--- config.mk ---
export PLATFORM = sky130hd
export DESIGN_NAME = uart_tx_fifo
export DESIGN_NICKNAME = d
export VERILOG_FILES = /design/src/rtl/uart_tx_fifo.sv
export SDC_FILE = /design/constraint.sdc
export NUM_CORES = 1
export LEC_CHECK = 0
export BUFFER_PORTS_ARGS = -buffer_cell sky130_fd_sc_hd__buf_2
export CAP_MARGIN = 20
export CORE_MARGIN = 4
export CORE_UTILIZATION = 60
export DETAILED_ROUTE_END_ITERATION = 10
export PLACE_DENSITY = 0.87
export SYNTH_ARGS = -nofsm -noshare
export SYNTH_HDL_FRONTEND = slang
export SYNTH_SLANG_ARGS = --single-unit
export TNS_END_PERCENT = 20
--- constraint.sdc ---
create_clock -name clk -period 3.8 [get_ports clk]
set_input_delay 0.38 -clock clk [delete_from_list [all_inputs] [get_ports clk]]
set_output_delay 0.38 -clock clk [all_outputs]
set_load 0.05 [all_outputs]
--- src/rtl/uart_tx_fifo.sv ---
// uart_tx_fifo: buffered transmit FIFO handing words to a UART transmitter one at a time
module uart_tx_fifo #(
  parameter int DATA_WIDTH  = 8,
  parameter int DEPTH_LOG2  = 4,
  parameter int ACK_TIMEOUT = 15
) (
  input  logic                  clk,
  input  logic                  rst,
  input  logic [DATA_WIDTH-1:0] data,
  input  logic                  dataReady,
  input  logic                  txBusy,
  input  logic                  flush,
  input  logic                  clearOverflow,
  output logic                  txStart,
  output logic [DATA_WIDTH-1:0] txData,
  output logic                  full,
  output logic                  empty,
  output logic [DEPTH_LOG2:0]   level,
  output logic                  overflow
);
  typedef enum logic [1:0] {IDLE, WAIT_ACK, WAIT_DONE} state_t;
  localparam logic [DEPTH_LOG2:0] DEPTH = {1'b1, {DEPTH_LOG2{1'b0}}};
  logic [DATA_WIDTH-1:0] mem [2**DEPTH_LOG2];
  state_t                state_q, state_d;
  logic [DEPTH_LOG2-1:0] wr_ptr_q, wr_ptr_d, rd_ptr_q, rd_ptr_d;
  logic [DEPTH_LOG2:0]   level_q, level_d;
  logic [7:0]            cnt_q, cnt_d;
  logic                  tx_start_q, tx_start_d, ovf_q, ovf_d;
  logic [DATA_WIDTH-1:0] tx_data_q, tx_data_d;
  logic                  push, drop, pop;
  assign full     = level_q == DEPTH;
  assign empty    = level_q == '0;
  assign level    = level_q;
  assign txStart  = tx_start_q;
  assign txData   = tx_data_q;
  assign overflow = ovf_q;
  // FIFO bookkeeping plus transmit FSM next state; full is judged on the pre-edge level
  always_comb begin
    push       = dataReady && !full && !flush;
    drop       = dataReady && full && !flush;
    pop        = state_q == IDLE && !empty && !txBusy && !flush;
    state_d    = state_q;
    cnt_d      = cnt_q;
    tx_start_d = pop;
    tx_data_d  = pop ? mem[rd_ptr_q] : tx_data_q;
    wr_ptr_d   = flush ? '0 : push ? wr_ptr_q + DEPTH_LOG2'(1) : wr_ptr_q;
    rd_ptr_d   = flush ? '0 : pop ? rd_ptr_q + DEPTH_LOG2'(1) : rd_ptr_q;
    level_d    = flush ? '0 : (push && !pop) ? level_q + (DEPTH_LOG2+1)'(1) :
                 (pop && !push) ? level_q - (DEPTH_LOG2+1)'(1) : level_q;
    ovf_d      = drop ? 1'b1 : clearOverflow ? 1'b0 : ovf_q;
    case (state_q)
      IDLE: if (pop) begin
        state_d = WAIT_ACK;
        cnt_d   = 8'd1;
      end
      WAIT_ACK: if (txBusy) begin
        state_d = WAIT_DONE;
        cnt_d   = '0;
      end else if (cnt_q == 8'(ACK_TIMEOUT)) begin
        state_d = IDLE;
        cnt_d   = '0;
      end else cnt_d = cnt_q + 8'd1;
      WAIT_DONE: state_d = txBusy ? WAIT_DONE : IDLE;
      default: state_d = IDLE;
    endcase
  end
  // Storage array; contents need no reset since level gates every read
  always_ff @(posedge clk) if (push) mem[wr_ptr_q] <= data;
  // State registers with asynchronous reset
  always_ff @(posedge clk or posedge rst)
    if (rst) begin
      state_q    <= IDLE;
      wr_ptr_q   <= '0;
      rd_ptr_q   <= '0;
      level_q    <= '0;
      cnt_q      <= '0;
      tx_start_q <= 1'b0;
      tx_data_q  <= '0;
      ovf_q      <= 1'b0;
    end else begin
      state_q    <= state_d;
      wr_ptr_q   <= wr_ptr_d;
      rd_ptr_q   <= rd_ptr_d;
      level_q    <= level_d;
      cnt_q      <= cnt_d;
      tx_start_q <= tx_start_d;
      tx_data_q  <= tx_data_d;
      ovf_q      <= ovf_d;
    end
endmodule

==> run_results.csv <==
group,metric,value,unit
outcome,outcome,"finished clean",
timing,finalSetupTns,0,ps
worst_setup_path,path_class,"reg2reg",
worst_setup_path,path_cells,"or4_4, nor2_4, o21ai_0, fa_1, a21o_1, a21oi_1, nor4b_1, o21ai_0, a31oi_1",
drt,final_antenna_net_count,0,
placement,port_buffers,30,
timing,fin_hold_ws,51.57,ps
timing,final_hold_viol_count,0,
timing,drv_slew,0,
grt,track_usage,0.2252,
worst_setup_path,rrSetupSlack,610,ps
finish,ff_latch_area,4672,um^2
floorplan,rows,38,
power_and_ir_drop,power_leakage,2.685,nW
timing,setup_violations,0,
worst_setup_path,crit_path_end_kind,"register",
worst_setup_path,cp-start-kind,"register",
logic_synthesis,yosysSeqAreaShare,0.6907,
clocking,cts.clk_slew.worst_paths,60,ps
finish,nets,464,
worst_setup_path,required,4140,ps
hold_path,hp-class,"in2async",
logic_synthesis,ys_seq_elements,161,
logic_synthesis,synth_nets,426,
logic_synthesis,synth_area,6760,um^2
worst_setup_path,slowest_delay,630,ps
floorplan,die_w,114.1,um
floorplan,die_area,13030,um^2
clocking,hold_buffers,0,
grt,overflow,0,
floorplan,die_y,114.1,um
timing,clock.fmax,0.3136,GHz
timing,finalCriticalPeriod,3189,ps
clocking,cts_buffers,17,
power_and_ir_drop,vdd_drop_max,0.4652,mV
worst_setup_path,path_buf_inv,0,
drt,viasPerCell,6.333,
clocking,cts.sinks,161,
clocking,htree_levels,4,
floorplan,ios,31,
logic_synthesis,syn_area_per_cell,16.99,um^2
grt,grt_pass1_wl,21510,um
grt,grt_pass1_vias,3894,
worst_setup_path,r2r_start,"level[0]",
logic_synthesis,syn_inst,398,
grt,antenna_found_initial,0,
timing,clock_skew,9.867,ps
clocking,post_cts_buffers,0,
finish,fill_cells,650,
logic_synthesis,synth_edf_count,128,
timing,rsz0062_at_grt,"no",
drt,wire_per_inst,22.98,um
timing,fin_ws,610.8,ps
power_and_ir_drop,p_per_area,642.5,nW/um^2
clocking,ctsRootBufferMaster,"clkbuf_16",
worst_setup_path,crit_family,"simple AND/OR/NAND/NOR gates",
drt,first_pass_iters,6,
worst_setup_path,crit_slowest_cell,"or4_4",
finish,num_antenna_cells,0,
logic_synthesis,async_flop_share,0.2050,
power_and_ir_drop,power,0.004939,W
finish,multi_input_area,1957,um^2
clocking,worstSkewPairLatency,420,ps
finish,drive_gt1_frac,0.2584,
drt,drc,0,
worst_setup_path,cp.arrival,3530,ps
drt,wirelength,13540,um
placement,gp_congestion,0.9006,
timing,tightest_slew,1111,ps
clocking,cts_resized,0,
worst_setup_path,cp_common_cell,"o21ai_0",
logic_synthesis,yosysUniqueCellTypes,50,
clocking,tritoncts,"built",
finish,final_util,0.7030,
drt,first_iter_violations,336,
worst_setup_path,cp_max_fo,7,
worst_setup_path,crit_start,"level[0]",
logic_synthesis,ys.flop_type,"edfxtp_1",
timing,relSlewSlack,0.2596,
floorplan,start_util,0.6182,
drt,vias,3730,
placement,dp_slack,634.7,ps
run,maxCapViolCount,0,
floorplan,core_area,10940,um^2
finish,area_delta_synth_final,13.71,%
placement,post-dp-hpwl,8189,um
logic_synthesis,synth-warning-count,0,
clocking,clock_path_buffers,2,
grt,grt_max_degree,34,
timing,post-route-period-util,0.8393,
## cell usage after synthesis, types with 2 or more instances
cell type | instances | area [um^2]
and3_1 | 4 | 25.02
inv_1 | 9 | 33.78
buf_4 | 2 | 15.01
clkbuf_1 | 7 | 26.28
nand2_1 | 23 | 86.33
a21oi_2 | 3 | 26.28
mux2_2 | 4 | 45.04
edfxtp_1 | 128 | 3844
xor2_1 | 4 | 35.03
mux2i_1 | 17 | 170.2
nor3_1 | 5 | 25.02
clkbuf_2 | 2 | 10.01
o31ai_1 | 3 | 22.52
o221ai_1 | 8 | 70.07
mux4_2 | 32 | 720.7
nand2b_1 | 7 | 43.79
buf_2 | 5 | 25.02
nor2b_1 | 2 | 12.51
nand4_1 | 2 | 12.51
o21ai_0 | 11 | 55.05
a31oi_1 | 2 | 12.51
a21oi_1 | 6 | 30.03
ha_1 | 13 | 162.7
nand3b_1 | 2 | 15.01
xnor2_1 | 4 | 35.03
nand3_1 | 4 | 20.02
o41ai_1 | 3 | 26.28
nor2_1 | 32 | 120.1
dfrtp_1 | 33 | 825.8
## state kept, by name (all words and copies together) (netlist names)
signal    cells
txStart       1
wr_ptr_q      4
txData        8
level         5
mem         128
state_q       2
overflow      1
cnt_q         8
rd_ptr_q      4
## final timing paths
kind,to,cells after the start
worst max-delay path,level[4],9
worst min-delay path,cnt_q[7],3
worst max register to register,level[4],9
worst min register to register,txData[5],2
max in group asynchronous,rd_ptr_q[2],3
min in group clk,overflow,2
## metrics by stage
stage	std cells	area (um^2)
4_1_cts	589	7687
3_3_place_gp	557	7044
6_report	589	7687
2_1_floorplan	398	6760
3_5_place_dp	557	7044
5_1_grt	589	7687
## area by class of cell
type,count,share of cell area
repair buffers,37,0.02637
multi-input cells,209,0.2546
inverters,10,0.004883
well taps,140,0.02279
clock buffers,19,0.05762
flip-flops and latches,161,0.6077
clock inverters,13,0.02604
## logic make-up after synthesis
| kind of cell | count (synthesis) | share of synthesized area |
|---|---|---|
| and+or+nand+nor | 89 | 0.06533 |
| adders and majority gates | 14 | 0.02702 |
| xor gates and xnor gates | 8 | 0.01036 |
| DFF | 161 | 0.6907 |
| buffers and inverters | 28 | 0.01980 |
| AOI/OAI and AO/OA | 44 | 0.04664 |
| muxes | 54 | 0.1401 |
## worst min-delay path, cell delays in order
cell and delay [ps]:
buf_2 90, inv_1 40, buf_4 380
## cells in the final DEF, fill, tap and decap left out, types with 5 or more instances in the layout
cell and count:
clkbuf_16 17, nand2_1 23, mux4_2 32, o221ai_1 8, inv_1 9, mux2i_1 17, nand2b_1 7, nor2_1 32
ha_1 13, buf_4 7, buf_2 30, nor3_1 5, edfxtp_1 128, o21ai_0 11, dfrtp_1 31, a21oi_1 6
## routing by layer
| metal | global-route usage | share of wire |
|---|---|---|
| met3 | 0.05708 | 0.068 |
| met5 | 0 | 0 |
| met1 | 0.2944 | 0.40 |
| met4 | 0.07522 | 0.021 |
| met2 | 0.3735 | 0.51 |
## power breakdown
group	internal (W)	switching [W]	total (W)
registers	0.00202	0.000122	0.00214
clock network	0.00113	0.000704	0.00184
logic	0.000316	0.000645	0.000961
total	0.00347	0.00147	0.00494
Power figures use the tool's default switching activity.
